**src/rtl/bit_op_pkg.sv**
```systemverilog
// Shared definitions for the bit-operation sequencer and execution unit.
// Holds the opcode constants, the sequencer FSM state type and the
// command legality check.
package bit_op_pkg;

    localparam int unsigned OP_W      = 3;
    // Widest bit-index operand is_legal() can judge; DATA_W must not exceed it.
    localparam int unsigned OPB_MAX_W = 64;

    localparam logic [OP_W-1:0] OP_CLR  = 3'b000;
    localparam logic [OP_W-1:0] OP_SET  = 3'b001;
    localparam logic [OP_W-1:0] OP_GET  = 3'b010;
    localparam logic [OP_W-1:0] OP_PASS = 3'b011;

    typedef enum logic [1:0] {
        IDLE  = 2'd0,
        ISSUE = 2'd1,
        WAIT  = 2'd2,
        RESP  = 2'd3
    } state_t;

    // Opcodes 1xx are illegal; CLR/SET/GET also need a bit index below data_w.
    // PASS does not use its index, so any value is accepted.
    function automatic logic is_legal(
        input logic [OP_W-1:0]      op,
        input logic [OPB_MAX_W-1:0] opb,
        input int unsigned          data_w
    );
        if (op[OP_W-1]) begin
            return 1'b0;
        end
        if (op == OP_PASS) begin
            return 1'b1;
        end
        return opb < OPB_MAX_W'(data_w);
    endfunction

endpackage

```
**src/rtl/bit_op_cmd_fifo.sv**
```systemverilog
// Synchronous command FIFO with first-word fall-through read.
// Ports:
//   clk, rst          clock, synchronous active-high reset
//   push, push_data   write request and entry; ignored when full
//   pop               read request; ignored when empty
//   pop_data          current head entry (valid while !empty)
//   full, empty       occupancy flags decoded from the registered count
module bit_op_cmd_fifo #(
    parameter int unsigned DEPTH = 4,
    parameter int unsigned WIDTH = 67
) (
    input  logic             clk,
    input  logic             rst,
    input  logic             push,
    input  logic [WIDTH-1:0] push_data,
    input  logic             pop,
    output logic [WIDTH-1:0] pop_data,
    output logic             full,
    output logic             empty
);

    localparam int unsigned PTR_W = $clog2(DEPTH);
    localparam int unsigned CNT_W = $clog2(DEPTH + 1);

    logic [WIDTH-1:0] mem [DEPTH];
    logic [PTR_W-1:0] wr_ptr;
    logic [PTR_W-1:0] rd_ptr;
    logic [CNT_W-1:0] count;
    logic             do_push;
    logic             do_pop;

    assign full     = (count == CNT_W'(DEPTH));
    assign empty    = (count == '0);
    assign do_push  = push && !full;
    assign do_pop   = pop && !empty;
    assign pop_data = mem[rd_ptr];

    // Storage needs no reset; entries are only read once written.
    always_ff @(posedge clk) begin
        if (do_push) begin
            mem[wr_ptr] <= push_data;
        end
    end

    // Pointers wrap naturally since DEPTH is a power of two.
    always_ff @(posedge clk) begin
        if (rst) begin
            wr_ptr <= '0;
            rd_ptr <= '0;
            count  <= '0;
        end else begin
            if (do_push) begin
                wr_ptr <= wr_ptr + PTR_W'(1);
            end
            if (do_pop) begin
                rd_ptr <= rd_ptr + PTR_W'(1);
            end
            case ({do_push, do_pop})
                2'b10:   count <= count + CNT_W'(1);
                2'b01:   count <= count - CNT_W'(1);
                default: count <= count;
            endcase
        end
    end

endmodule

```
**src/rtl/bit_op_sequencer.sv**
```systemverilog
// Command front-end for the bit-manipulation execution unit. Buffers
// commands, issues legal ones one at a time as a single-cycle enable with
// registered operands, captures the result after LAT cycles and returns it
// on a valid/ready response channel. Illegal commands are answered with
// rsp_err=1 and never reach the unit.
// Ports:
//   clk, rst                       clock, synchronous active-high reset
//   cmd_valid/cmd_ready            command handshake
//   cmd_op, cmd_opa, cmd_opb       opcode, data operand, bit index
//   exe_enable                     one-cycle issue pulse
//   exe_operation, exe_opa/opb     issued command, held until next issue
//   exe_out, exe_sign              execution-unit result and sign flag
//   rsp_valid/rsp_ready            response handshake
//   rsp_data, rsp_sign, rsp_op     captured result (zeroed on error) and opcode
//   rsp_err                        command was illegal, not issued
//   busy                           queued work or FSM not idle
module bit_op_sequencer
    import bit_op_pkg::*;
#(
    parameter int unsigned DATA_W = 32,
    parameter int unsigned DEPTH  = 4,
    parameter int unsigned LAT    = 1
) (
    input  logic              clk,
    input  logic              rst,
    input  logic              cmd_valid,
    output logic              cmd_ready,
    input  logic [OP_W-1:0]   cmd_op,
    input  logic [DATA_W-1:0] cmd_opa,
    input  logic [DATA_W-1:0] cmd_opb,
    output logic              exe_enable,
    output logic [OP_W-1:0]   exe_operation,
    output logic [DATA_W-1:0] exe_opa,
    output logic [DATA_W-1:0] exe_opb,
    input  logic [DATA_W-1:0] exe_out,
    input  logic              exe_sign,
    output logic              rsp_valid,
    input  logic              rsp_ready,
    output logic [DATA_W-1:0] rsp_data,
    output logic              rsp_sign,
    output logic [OP_W-1:0]   rsp_op,
    output logic              rsp_err,
    output logic              busy
);

    localparam int unsigned ENTRY_W = OP_W + 2 * DATA_W;
    localparam int unsigned CNT_W   = $clog2(LAT + 1);

    state_t             state;
    logic [CNT_W-1:0]   lat_cnt;

    logic               fifo_full;
    logic               fifo_empty;
    logic               fifo_pop;
    logic [ENTRY_W-1:0] fifo_head;
    logic [OP_W-1:0]    head_op;
    logic [DATA_W-1:0]  head_opa;
    logic [DATA_W-1:0]  head_opb;
    logic               head_legal;

    // Ready follows the registered count only, so a same-cycle pop never frees a slot.
    assign cmd_ready = !fifo_full && !rst;

    bit_op_cmd_fifo #(
        .DEPTH (DEPTH),
        .WIDTH (ENTRY_W)
    ) u_fifo (
        .clk       (clk),
        .rst       (rst),
        .push      (cmd_valid && cmd_ready),
        .push_data ({cmd_op, cmd_opa, cmd_opb}),
        .pop       (fifo_pop),
        .pop_data  (fifo_head),
        .full      (fifo_full),
        .empty     (fifo_empty)
    );

    assign head_op    = fifo_head[ENTRY_W-1 -: OP_W];
    assign head_opa   = fifo_head[2*DATA_W-1 -: DATA_W];
    assign head_opb   = fifo_head[DATA_W-1:0];
    assign head_legal = is_legal(head_op, OPB_MAX_W'(head_opb), DATA_W);

    // The head is consumed only from IDLE, which keeps issue strictly serial.
    assign fifo_pop = (state == IDLE) && !fifo_empty;
    assign busy     = !fifo_empty || (state != IDLE);

    // Sequencer FSM with registered execution and response outputs.
    always_ff @(posedge clk) begin
        if (rst) begin
            state         <= IDLE;
            lat_cnt       <= '0;
            exe_enable    <= 1'b0;
            exe_operation <= '0;
            exe_opa       <= '0;
            exe_opb       <= '0;
            rsp_valid     <= 1'b0;
            rsp_data      <= '0;
            rsp_sign      <= 1'b0;
            rsp_op        <= '0;
            rsp_err       <= 1'b0;
        end else begin
            exe_enable <= 1'b0;
            case (state)
                IDLE: begin
                    if (!fifo_empty) begin
                        if (head_legal) begin
                            exe_enable    <= 1'b1;
                            exe_operation <= head_op;
                            exe_opa       <= head_opa;
                            exe_opb       <= head_opb;
                            state         <= ISSUE;
                        end else begin
                            rsp_valid <= 1'b1;
                            rsp_err   <= 1'b1;
                            rsp_data  <= '0;
                            rsp_sign  <= 1'b0;
                            rsp_op    <= head_op;
                            state     <= RESP;
                        end
                    end
                end
                ISSUE: begin
                    lat_cnt <= CNT_W'(LAT);
                    state   <= WAIT;
                end
                WAIT: begin
                    lat_cnt <= lat_cnt - CNT_W'(1);
                    // Count reaches zero on this edge: the result is valid now.
                    if (lat_cnt == CNT_W'(1)) begin
                        rsp_valid <= 1'b1;
                        rsp_err   <= 1'b0;
                        rsp_data  <= exe_out;
                        rsp_sign  <= exe_sign;
                        rsp_op    <= exe_operation;
                        state     <= RESP;
                    end
                end
                RESP: begin
                    if (rsp_ready) begin
                        rsp_valid <= 1'b0;
                        state     <= IDLE;
                    end
                end
                default: begin
                    state <= IDLE;
                end
            endcase
        end
    end

endmodule
```
**config.mk**
```make
export PLATFORM = sky130hd
export DESIGN_NAME = bit_op_sequencer
export DESIGN_NICKNAME = d
export VERILOG_FILES = /design/src/rtl/bit_op_pkg.sv /design/src/rtl/bit_op_cmd_fifo.sv /design/src/rtl/bit_op_sequencer.sv
export SDC_FILE = /design/constraint.sdc
export NUM_CORES = 1
export LEC_CHECK = 0
export ABC_AREA = 1
export CAP_MARGIN = 30
export CORE_MARGIN = 8
export CORE_UTILIZATION = 44
export DETAILED_ROUTE_END_ITERATION = 12
export PLACE_DENSITY = 0.71
export SYNTH_ARGS = -nofsm -noshare
export SYNTH_HDL_FRONTEND = slang
export SYNTH_SLANG_ARGS = --single-unit
export TNS_END_PERCENT = 30
```
**constraint.sdc**
```tcl
create_clock -name clk -period 4.7 [get_ports clk]
set_clock_uncertainty 0.2 [all_clocks]
set_input_delay 0.705 -clock clk [delete_from_list [all_inputs] [get_ports clk]]
set_output_delay 0.705 -clock clk [all_outputs]
set_load 0.02 [all_outputs]
```
==> impl_metrics.yaml <==
outcome:
  status: "finished, final reports clean"
critical_path:
  critPathKind: "reg -> reg"
  required_ns: 4.92
  cp_max_fo: 66
  cp_common_cell: "buf_4"
  worst_setup_path_start_kind: "register"
  slowest_stage: "buf_4"
  arrival_ns: 3.94
  cpPeakStageDelay_ns: 0.66
  critPathCaptureType: "register"
  crit_buf_inv: 4
  critPathTopFamily: "buffers and inverters"
  cp_cell_sequence: "inv_4 > buf_4 > nand2_1 > a32o_1 > and2_1 > nand3_4 > buf_4 > inv_2 > o21ai_0 > nor2_1"
timing:
  rsz0062_at_grt: "false"
  fmax_ghz: 0.268
  slew_headroom_pct: 43.8
  period_share_pct: 79.3
  report.final.slew_viol_count: 0
  hold_viol: 0
  finalSetupViolations: 0
  post-route-min-period_ns: 3.73
  worst_slack_ns: 0.974
  holdWs_ns: 0.258
  worst_slew_pin_slew_ns: 0.842
drt:
  wl_per_cell_um: 18.5
  drt_iter0_markers: 693
  vias_per_cell: 5.21
  ant_nets: 0
  drtPass1Iterations: 4
  vias: 10200
  drc: 0
  routed_wirelength_mm: 36.0
grt:
  antenna_found_initial: 5
  grt_pass1_vias: 10200
  grt_max_degree: 136
  grt_pass1_wl_mm: 55.8
  grt-ovfl-total: 0
  grt_use_total_pct: 17.8
cts:
  clk_path_buf_depth: 3
  cts_tree: "built"
  cts_buffers: 41
  clock_sinks: 386
  root_buffer: "clkbuf_16"
  cts_resized: 0
  holdBufCountCts: 0
  clkTransAtPathRegs_ns: 0.06
  clock_latency_ns: 0.53
  post_cts.repair.setup_buffers: 0
  cts_htree_levels: 2
final_layout:
  diodes: 0
  final_cell_mix: "nand2_1, edfxtp_1, clkdlybuf4s50_1, nor2_1, dfxtp_1"
  utilization_pct: 56.5
  final_common_cell: "nand2_1"
  design_area_um2: 18400
  syn_to_final_growth_pct: 26.5
  fin_nets: 1592
  drive_gt1_share_pct: 6.49
place:
  finalWeightedCongestion: 0.761
  dp_hpwl_mm: 21.7
  port_buffers: 211
  preCtsSetupSlack_ns: 0.964
  placed_area_um2: 17100
flow_run:
  max_cap_violations: 0
logic_synthesis:
  ys_ff_latch: 386
  synth_area_per_cell_um2: 11.3
  ys_types: 27
  ys_warn_count: 0
  syn_area_um2: 14600
  yosysSeqAreaShare_pct: 71.4
  synth_cells: 1288
  syn_nets: 1402
floorplan:
  core_um2: 32600
  initial_utilization_pct: 44.7
  io_pins: 212
  dieArea_um2: 39200
  die_height_um: 198
  die_w_um: 198
  rows: 66
hold_path:
  hold_path.class: "reg -> reg"
power_and_ir_drop:
  ir_drop_mv: 0.343
  finalPower_mw: 9.40
  p_leak_nw: 6.58
  power.density_nw_per_um2: 510
where the power goes:
group / internal (mW) / switching, mW / leakage (nW)
logic: 0.745 / 1.44 / 2.53
registers: 3.93 / 0.125 / 3.39
clock network: 1.89 / 1.28 / 0.661
total: 6.56 / 2.84 / 6.58
layer usage:
metal,track usage [%],vias to the layer above,share of wire [%]
li1,-,4927,-
met1,22.2,4878,41
met2,29.8,299,48
met3,5.28,67,8.3
met4,5.06,8,2.2
met5,0,-,0.13
cells in the mapped netlist:
cell | instances | area [um2]
a21oi_1 | 81 | 405
a31oi_1 | 1 | 6.26
a32o_1 | 1 | 10.0
and2_1 | 1 | 6.26
buf_2 | 22 | 110
buf_4 | 4 | 30.0
buf_6 | 7 | 78.8
clkbuf_1 | 51 | 191
clkinv_1 | 1 | 3.75
dfxtp_1 | 118 | 2360
edfxtp_1 | 268 | 8050
fa_1 | 1 | 20.0
ha_1 | 9 | 113
inv_1 | 23 | 86.3
inv_2 | 2 | 7.51
inv_4 | 1 | 6.26
nand2_1 | 286 | 1070
nand2_2 | 2 | 12.5
nand3_1 | 91 | 455
nand3_2 | 2 | 20.0
nand4_1 | 39 | 244
nor2_1 | 120 | 450
nor2_2 | 1 | 6.26
o211ai_1 | 2 | 15.0
o21ai_0 | 105 | 526
o21ai_1 | 10 | 50.1
o22ai_1 | 39 | 244
flip-flops by register name (all words and copies together) (netlist names), 2 cells and up, named ones only:
register       flops
u_fifo.count       3
exe_operation      3
rsp_data          32
u_fifo.mem       268
state              2
u_fifo.rd_ptr      2
exe_opa           32
rsp_op             3
exe_opb           32
u_fifo.wr_ptr      2
metrics by stage:
stage          instances  setup TNS (ns)
2_1_floorplan       1288         -112.60
3_3_place_gp        1877               0
3_5_place_dp        1877               0
4_1_cts             1952               0
5_1_grt             1952               0
6_report            1952               0
path summary, 6_finish.rpt:
| kind | startpoint | to | slack [ns] | cells after the start |
|---|---|---|---|---|
| worst min-delay path | rsp_data[21] | rsp_data[21] | 0.26 | 2 |
| worst max register to register | register | exe_opb[28] | 0.97 | 10 |
| worst min register to register | rsp_data[21] | rsp_data[21] | 0.26 | 2 |
| worst max-delay path | register | exe_opb[28] | 0.97 | 10 |
cell type report:
type                       instances  area [um2]
clock buffer                      59        1150
clock inverter                    16         194
fill                            2712       14200
inverter                          27         104
multi-input combinational        791        3700
sequential                       386       10400
tap                              442         553
timing repair buffer             231        2320
logic make-up (layout without fill, tap and decap cells):
kind of cell | count (synthesis) | count (layout) | synth area share (%)
flip-flops | 386 | 386 | 71.4
AO/OA/AOI/OAI | 239 | 239 | 8.62
buffers and inverters | 111 | 333 | 3.53
AND/OR/NAND/NOR | 542 | 542 | 15.6
adder cells (fa/ha/maj) | 10 | 10 | 0.910
worst register-to-register path, delay by kind of cell, from the launching register on:
kind	cells	cell delay [ns]
buffers and inverters	4	2.05
AND/OR/NAND/NOR	4	0.47
flip-flops	1	0.36
AO/OA/AOI/OAI	2	0.55
(Power assumes the default switching activity.)
